==> src/rtl/complex_alu_exec_pkg.sv <==
// Shared opcodes, state encoding and width defaults for the complex ALU
// execution unit and its controller.
package complex_alu_exec_pkg;

  localparam int CW_DEF = 32;
  localparam int DW_DEF = 2 * CW_DEF;

  localparam logic [3:0] OP_LDA  = 4'b0000;
  localparam logic [3:0] OP_LDB  = 4'b0001;
  localparam logic [3:0] OP_ADD  = 4'b0010;
  localparam logic [3:0] OP_SUB  = 4'b0011;
  localparam logic [3:0] OP_CMUL = 4'b0100;
  localparam logic [3:0] OP_RMUL = 4'b0110;
  localparam logic [3:0] OP_EQ   = 4'b1000;
  localparam logic [3:0] OP_MODA = 4'b1001;
  localparam logic [3:0] OP_MODB = 4'b1010;

  typedef enum logic [1:0] {
    ST_IDLE = 2'd0,
    ST_EXEC = 2'd1,
    ST_DONE = 2'd2
  } state_t;

  // Final EXEC step index; EXEC lasts last_step+1 cycles.
  function automatic logic [2:0] last_step(input logic [3:0] op);
    case (op)
      OP_CMUL:          last_step = 3'd4;
      OP_RMUL:          last_step = 3'd1;
      OP_MODA, OP_MODB: last_step = 3'd2;
      default:          last_step = 3'd0;
    endcase
  endfunction

  function automatic logic is_legal(input logic [3:0] op);
    case (op)
      OP_LDA, OP_LDB, OP_ADD, OP_SUB, OP_CMUL,
      OP_RMUL, OP_EQ, OP_MODA, OP_MODB: is_legal = 1'b1;
      default:                          is_legal = 1'b0;
    endcase
  endfunction

endpackage

==> src/rtl/complex_alu_exec_mul.sv <==
// Registered signed CW x CW multiplier shared by all multiply-based ops.
// No reset: the product is only consumed in the step after it was issued.
module mul_s32_reg
  import complex_alu_exec_pkg::*;
#(
  parameter int CW = CW_DEF
) (
  input  logic                   clock,
  input  logic signed [CW-1:0]   a,
  input  logic signed [CW-1:0]   b,
  output logic signed [2*CW-1:0] p
);

  always_ff @(posedge clock) begin
    p <= a * b;
  end

endmodule

==> src/rtl/complex_alu_exec.sv <==
// Complex-number execution unit: operand registers A/B, op sequencing and
// result/strobe generation toward the operation controller.
//
//   state   | meaning
//   IDLE    | waiting for start; opr/data_in captured on accept
//   EXEC    | stepping the op sequence; result written on the last step
//   DONE    | done pulse, out_alux valid; start ignored
module complex_alu_exec
  import complex_alu_exec_pkg::*;
#(
  parameter int CW = CW_DEF,
  parameter int DW = 2 * CW
) (
  input  logic          clock,
  input  logic          reset,
  input  logic          start,
  input  logic [3:0]    opr,
  input  logic [DW-1:0] data_in,
  output logic [DW-1:0] out_alux,
  output logic          done,
  output logic          busy,
  output logic          err
);

  state_t              state;
  logic [3:0]          op_r;
  logic [DW-1:0]       data_r;
  logic [DW-1:0]       a_r;
  logic [DW-1:0]       b_r;
  logic [2:0]          step;
  logic signed [2*CW:0] acc;
  logic [CW-1:0]       re_r;

  logic signed [CW-1:0]   ar, ai, br, bi;
  logic signed [CW-1:0]   mul_a, mul_b;
  logic signed [2*CW-1:0] p;
  logic signed [2*CW:0]   p_ext;
  logic [DW-1:0]          res;

  assign ar    = a_r[DW-1:CW];
  assign ai    = a_r[CW-1:0];
  assign br    = b_r[DW-1:CW];
  assign bi    = b_r[CW-1:0];
  assign p_ext = {p[2*CW-1], p};

  mul_s32_reg #(.CW(CW)) u_mul (
    .clock (clock),
    .a     (mul_a),
    .b     (mul_b),
    .p     (p)
  );

  // Multiplier issue schedule: CMUL issues ArBr, AiBi, ArBi, AiBr in steps 0-3.
  always_comb begin
    mul_a = '0;
    mul_b = '0;
    case (op_r)
      OP_CMUL: begin
        case (step)
          3'd0:    begin mul_a = ar; mul_b = br; end
          3'd1:    begin mul_a = ai; mul_b = bi; end
          3'd2:    begin mul_a = ar; mul_b = bi; end
          default: begin mul_a = ai; mul_b = br; end
        endcase
      end
      OP_RMUL: begin mul_a = ar; mul_b = br; end
      OP_MODA: begin
        mul_a = (step == 3'd0) ? ar : ai;
        mul_b = mul_a;
      end
      OP_MODB: begin
        mul_a = (step == 3'd0) ? br : bi;
        mul_b = mul_a;
      end
      default: ;
    endcase
  end

  always_comb begin
    res = out_alux;
    case (op_r)
      OP_LDA, OP_LDB:   res = data_r;
      OP_ADD:           res = {CW'(ar + br), CW'(ai + bi)};
      OP_SUB:           res = {CW'(ar - br), CW'(ai - bi)};
      OP_CMUL:          res = {re_r, CW'(acc + p_ext)};
      OP_RMUL:          res = p;
      OP_EQ:            res = {{(DW-1){1'b0}}, (a_r == b_r)};
      OP_MODA, OP_MODB: res = DW'(acc + p_ext);
      default:          ;
    endcase
  end

  always_ff @(posedge clock) begin
    if (reset) begin
      state    <= ST_IDLE;
      op_r     <= '0;
      data_r   <= '0;
      a_r      <= '0;
      b_r      <= '0;
      step     <= '0;
      acc      <= '0;
      re_r     <= '0;
      out_alux <= '0;
      done     <= 1'b0;
      busy     <= 1'b0;
      err      <= 1'b0;
    end else begin
      case (state)
        ST_IDLE: begin
          done <= 1'b0;
          if (start) begin
            op_r   <= opr;
            data_r <= data_in;
            step   <= '0;
            err    <= 1'b0;
            busy   <= 1'b1;
            state  <= ST_EXEC;
          end
        end
        ST_EXEC: begin
          step <= step + 3'd1;
          if (op_r == OP_CMUL) begin
            case (step)
              3'd1:    acc  <= p_ext;
              3'd2:    re_r <= CW'(acc - p_ext);
              3'd3:    acc  <= p_ext;
              default: ;
            endcase
          end
          if ((op_r == OP_MODA || op_r == OP_MODB) && step == 3'd1)
            acc <= p_ext;
          if (step == last_step(op_r)) begin
            out_alux <= res;
            err      <= ~is_legal(op_r);
            done     <= 1'b1;
            state    <= ST_DONE;
            if (op_r == OP_LDA) a_r <= data_r;
            if (op_r == OP_LDB) b_r <= data_r;
          end
        end
        ST_DONE: begin
          done  <= 1'b0;
          busy  <= 1'b0;
          state <= ST_IDLE;
        end
        default: state <= ST_IDLE;
      endcase
    end
  end

endmodule

==> config.mk <==
export PLATFORM = sky130hd
export DESIGN_NAME = complex_alu_exec
export DESIGN_NICKNAME = d
export VERILOG_FILES = /design/src/rtl/complex_alu_exec_pkg.sv /design/src/rtl/complex_alu_exec_mul.sv /design/src/rtl/complex_alu_exec.sv
export SDC_FILE = /design/constraint.sdc
export NUM_CORES = 2
export LEC_CHECK = 0
export ABC_CLOCK_PERIOD_IN_PS = 16820
export BUFFER_PORTS_ARGS = -buffer_cell sky130_fd_sc_hd__buf_4
export CAP_MARGIN = 20
export CORE_UTILIZATION = 40
export DETAILED_ROUTE_END_ITERATION = 12
export SLEW_MARGIN = 15
export SYNTH_ARGS = -nofsm -noshare
export SYNTH_HDL_FRONTEND = slang
export SYNTH_HIERARCHICAL = 1
export SYNTH_SLANG_ARGS = --single-unit
==> constraint.sdc <==
create_clock -name clock -period 16.82 [get_ports clock]
set_input_delay 3.364 -clock clock [delete_from_list [all_inputs] [get_ports clock]]
set_output_delay 3.364 -clock clock [all_outputs]
set_load 0.005 [all_outputs]
# Word-level counts from Yosys, hierarchy flattened
# Memories as Yosys holds them, arrays and structs flattened. A register that Yosys moved wholly into a read port is not among the register bits.
# Cells that the tools add are included.
totals:
  regBits: 428
  mem_bits_ro: 16
  inputBits: 71
  output_inout_bits: 67
  elab_cells: 98
  mem_count: 1
memory_table:
  columns: ["memory", "words", "width", "read_ports", "rd_ports_with_merged_regs", "wr", "line", "rtl"]
  rows:
  - ["(name not given)", 16, 1, 1, 1, 0, "complex_alu_exec_pkg.sv:35", "case (op)"]
classes:
  add_sub_neg: 7
  n_mul: 1
  n_eq_ne: 17
  n_mux: 30
  n_bitwise: 1
  n_reduce_logical: 28
op_table:
  columns: ["operator", "n"]
  rows:
  - ["one-hot mux 64 bit (7 select lines)", 1]
  - ["one-hot mux 32 bit (4 select lines)", 2]
  - ["two-way mux 64 bit", 3]
  - ["two-way mux 32 bit", 4]
  - ["subtractor 32 bit", 3]
  - ["adder 32 bit", 2]
  - ["adder 64 bit", 1]
  - ["equality test 64 bit", 1]
  - ["multiplier 32 x 32 -> 64 bit", 1]
  - ["AND reduction 3 bit", 6]
  - ["equality test 4 bit, second input constant", 3]
  - ["OR reduction 2 bit", 6]
  - ["AND reduction 2 bit", 5]
  - ["nonzero test 2 bit", 5]
  - ["two-way mux 3 bit", 3]
  - ["one-hot mux 3 bit (3 select lines)", 1]
  - ["equality test 4 x 2 -> 1 bit, second input constant", 2]
  - ["equality test 4 x 3 -> 1 bit, second input constant", 2]
  - ["two-way mux 4 bit", 2]
  - ["two-way mux 1 bit", 7]
  - ["nonzero test 7 bit", 1]
  - ["equality test 3 x 2 -> 1 bit, second input constant", 2]
  - ["one-hot mux 1 bit (2 select lines)", 3]
  - ["one-hot mux 3 bit (2 select lines)", 1]
  - ["15 further kinds", 17]

# Longest topological paths before layout
logic_depth:
  word_depth: 12
  mapped_depth: 37
  mapped_depth_nobuf: 33

# By module
# The synthesis kept the hierarchy.
by_module_without_submodules:
  columns: ["mod", "n_inst", "cells_each", "area_each_um2", "seq_area_each_um2"]
  rows:
  - ["mul_s32_reg", 1, 3964, 37551.0, 1281.2]
  - ["complex_alu_exec", 1, 3623, 26531.7, 7307.0]

# Worst setup path before layout
# Ideal clock, no wire load.
synth_timing:
  path_type: "flip-flop to flip-flop"
  from: "register step[0]"
  to: "register u_mul.p[62]"
  setup_ns: 0.121
  arrival_ns: 9.376
  t_required_ns: 16.699
  setup_slack_ns: 7.323
  stages_incl_launch_ff: 36
  path_buffers: 5
  synth_period_minus_slack_ns: 9.497
  path_cell_list: "dfxtp_1 -> inv_1 -> ha_1 -> nor2b_1 -> clkbuf_1 -> buf_1 -> buf_1 -> nor2_1 -> a21oi_1 -> o22ai_1 -> a221o_1 -> clkbuf_1 -> and2_1 -> ha_1 -> fa_1 -> fa_1 -> fa_1 -> inv_1 -> fa_1 -> inv_1 -> fa_1 -> inv_1 -> fa_1 -> inv_1 -> fa_1 -> ha_1 -> clkbuf_1 -> a21o_1 -> a21o_1 -> a21o_1 -> a21o_1 -> a21oi_1 -> o21ai_0 -> a2111oi_0 -> nor2_1 -> xor2_1"
synth_between:
  elab_chain_cells: 5
  word_cells_on_any_way: 12
  classes_between: "mul (1); eq/ne (2); mux (6); reduce/logical (3)"
synth_rtl:
  columns: ["item", "line", "rtl"]
  rows:
  - ["start: declaration", "complex_alu_exec.sv:30", "logic [2:0] step;"]
  - ["start signal: assignment", "complex_alu_exec.sv:121", "step <= step + 3'd1;"]
  - ["equality test 3 x 1 -> 1 bit / equality test 3 x 2 -> 1 bit (equally long branches)", "complex_alu_exec.sv:59", "case (step)"]
  - ["OR reduction 2 bit (no source line)", null, null]
  - ["two-way mux 32 bit", "complex_alu_exec.sv:59", null]
  - ["one-hot mux 32 bit (4 select lines) *", "complex_alu_exec.sv:57", "case (op_r)"]
  - ["via mul_b[0]", "complex_alu_exec.sv:35", "logic signed [CW-1:0] mul_a, mul_b;"]
  - ["multiplier 32 x 32 -> 64 bit *", "complex_alu_exec_mul.sv:15", "p <= a * b;"]
  - ["end signal: assignment", "complex_alu_exec_mul.sv:15", null]
  - ["end: declaration", "complex_alu_exec_mul.sv:11", "output logic signed [2*CW-1:0] p"]
# The timed path passes the listed nets; every way through them passes the cells marked *.
# A chain may end at the register's enable or synchronous reset.

# Worst setup path after layout
layout_timing:
  from: "register step[0]"
  to: "register u_mul.p[60]"
layout_between:
  elab_chain_cells: 5
  word_cells_on_any_way: 12
  classes_between: "mul (1); eq/ne (2); mux (6); reduce/logical (3)"
layout_rtl:
  columns: ["item", "line"]
  rows:
  - ["equality test 3 x 2 -> 1 bit / zero test 3 bit (equally long branches)", "complex_alu_exec.sv:59, complex_alu_exec.sv:68, complex_alu_exec.sv:72"]
  - ["OR reduction 2 bit (no source line)", null]
  - ["two-way mux 32 bit", "complex_alu_exec.sv:59"]
  - ["one-hot mux 32 bit (4 select lines) *", "complex_alu_exec.sv:57"]
  - ["via mul_a[24]", "complex_alu_exec.sv:35"]
  - ["multiplier 32 x 32 -> 64 bit *", "complex_alu_exec_mul.sv:15"]
# Marked as above.

==> results.cfg <==
[run_status]
outcome = finished, final reports clean

[detailed_routing]
remaining_number_of_nets_flagged_by_the_antenna_check_after_routing = 0
drc = 0
drtPass1Iterations = 8
route.vias.total = 53800
wire_per_inst_um = 24.0
dr.first_iter.drc_count = 5428
viasPerCell = 5.67
postRouteWirelength_mm = 228

[sta]
setup_tns_ns = 0
worst_slack_ns = 5.57
hold_viol_final = 0
worst-slew-pin-transition_ns = 1.12
slew_headroom_pct = 25.1
timing.fmax_mhz = 88.9
rsz0062_at_grt = false
finalSetupViolCount = 0
fin_hold_ws_ns = 0.456
fin_skew_ns = 0.0399
layout_worst_path_cycle_share_pct = 66.9
timing.final.max_slew_violations = 0
period_needed_ns = 11.25

[logic_synthesis]
syn_area_um2 = 64100
ys_top_cells_by_area = fa_1 (34%), dfxtp_1 (13%), nand2_1 (7.2%), ha_1 (6.8%), inv_1 (6.3%)
synth_edf_count = 0
postSynth.asyncResetShare_pct = 0
post_synth.cell_area_avg_um2 = 8.45
seq_area_frac_synth_pct = 13.4
synthDominantAreaCellType = fa_1
post_synth_mux_area_share_pct = 1.37
synth_unique_cells = 89
post_synthesis_simple_gate_area_fraction_pct = 17.9
synth.most_common_cell = nand2_1
ys_ff_latch = 429
synth-compound-area-share_pct = 13.3
synth_xor_area_share_pct = 4.17
post_synth_inst_count = 7587
warnings_from_yosys = 6
synth.net_count = 9091
synth-main-ff-cell = dfxtp_1
synth_largest_type_area_fraction_pct = 33.9
synth_top_family_by_area = adder cells
synth.top_cells.by_count = nand2_1 (1234), fa_1 (1086), inv_1 (1070)
synth_adder_area_share_pct = 40.7

[global_routing]
grt_usage_pct = 28.2
gr-max-usage-layer = met2
grt_max_degree = 85
grt_util_met3_pct = 4.57
grt_first_pass_wirelength_mm = 346
gr-total-overflow = 0
first_global_vias = 54400
groute.layer.met2.usage_pct = 45.7
antenna_found_initial = 18
grt_util_met1_pct = 37.8

[worst_setup_path]
timing.critical_path.mode_cell = fa_1
timing.critical_path.arrival_ns = 11.80
category_of_cells_accounting_for_the_largest_share_of_critical_path_delay = adder cells
cpMaxStageDelayCell = buf_4
max_stage_delay_ns = 0.81
critical_path_buf_inv_count = 6
cp-end-kind = flop
critical_path_startpoint_category = flop
crit_path_max_fanout = 62
path_class = reg -> reg
worst_ep_required_time_ns = 17.37

[power_and_ir_drop]
ir_drop_mv = 0.0784
leakage_power_summed_over_all_cells_nw = 31.8
report.power.total_mw = 2.75
powerDensity_nw_per_um2 = 40.2

[cells_and_area]
area_delta_synth_final_pct = 6.65
nFillCells = 15800
finish.utilization_pct = 43.1
stdcell_count = 9495
layout.nets = 8887
finalInstanceArea_um2 = 68300
drive_gt1_share_pct = 5.61

[floorplan]
core_area_um2 = 159000
rows = 146
start_util_pct = 40.4
chip_height_um = 402
ios = 138
floorplan.die.width_um = 402
die_area_um2 = 162000

[clock_network]
clk_root_buf = clkbuf_16
postCtsSetupBuffers = 0
clk_path_buf_depth = 3
post_cts_hold_buffer_count = 0
cts.repair.resized = 0
clock_tree.htree_level_count = 2
tritoncts = yes
insertion_delay_ns = 0.64
clkSlewWorstSetupHoldPaths_ns = 0.07
cts-buffers-inserted = 45
clkSinkCount = 429

[placement]
detailedPlace.worstSlack_ns = 5.75
place_inst = 9407
port-buffer-count = 137
detailed_place.area_um2 = 66700
dpl.hpwl_mm = 179
finalWeightedCongestion = 1.03

[min_path]
min-delay-path-class = reg -> reg

[flow_run]
max_cap_viol_count = 0
-- final timing paths --
| path | from | to | slack [ns] | depth (start not counted) |
|---|---|---|---|---|
| worst max-delay path | step[0] | u_mul/p[60] | 5.57 | 29 |
| worst min-delay path | re_r[23] | re_r[23] | 0.46 | 2 |
| worst max register to register | step[0] | u_mul/p[60] | 5.57 | 29 |
| worst min register to register | re_r[23] | re_r[23] | 0.46 | 2 |
-- flip-flops by register name, summed over array words and instances, names as in the netlist, 3 cells and up, named ones only --
register  count
a_r          64
acc          64
b_r          64
data_r       64
out_alux     64
u_mul/p      64
re_r         32
op_r          4
step          3
-- cell usage in the layout, fill, tap and decap left out, types with 25 or more instances in the layout --
cell type  count
a211oi_1      41
a21o_1        94
a21oi_1      580
a221o_1       51
a221oi_1      26
a222oi_1      25
a31oi_1       32
and2_1       522
buf_4        243
clkbuf_16     46
dfxtp_1      428
fa_1        1086
ha_1         347
inv_1       1070
mux2i_1       80
nand2_1     1231
nand2b_1      37
nand3_1       59
nand4_1       54
nor2_1       279
nor2b_1       33
nor3_1        69
nor4_1        45
o21a_1        25
o21ai_0      172
o21bai_1      29
o22ai_1       45
xnor2_1      190
xor2_1       115
-- cell type report --
class	instances	area (µm²)	area share, %
inverter	1071	4020	5.88
clock buffer	57	1240	1.82
sequential	429	8590	12.6
multi-input combinational	5591	49700	72.7
timing repair buffer	245	1840	2.70
antenna	5	12.5	0.0183
clock inverter	25	349	0.511
tap	2072	2590	3.79
-- logic make-up (layout without fill, tap and decap cells) --
group | Yosys count | in the layout
AOI/OAI and AO/OA | 1325 | 1325
buffers and inverters | 1567 | 1398
adders and majority gates | 1433 | 1433
xor gates and xnor gates | 305 | 305
muxes | 87 | 87
and+or+nand+nor | 2441 | 2441
DFF | 429 | 429
other | 0 | 5
-- metal layers --
metal / up-vias / share of wire [%]
li1: 23800 / -
met1: 27500 / 41
met2: 2097 / 47
met3: 409 / 7.7
met4: 0 / 4.2
met5: - / 0
-- worst min-delay path: stages (launching register included) --
cell     delay [ns]
dfxtp_1        0.31
nand2_1        0.05
a21oi_1        0.05
-- power by group --
part	switching [mW]	internal [mW]	total, mW	leakage, nW
logic	0.330	0.202	0.532	27.5
registers	0.0511	1.05	1.10	3.47
clock network	0.494	0.625	1.12	0.768
total	0.875	1.87	2.75	31.8
Power figures use the tool's default switching activity.
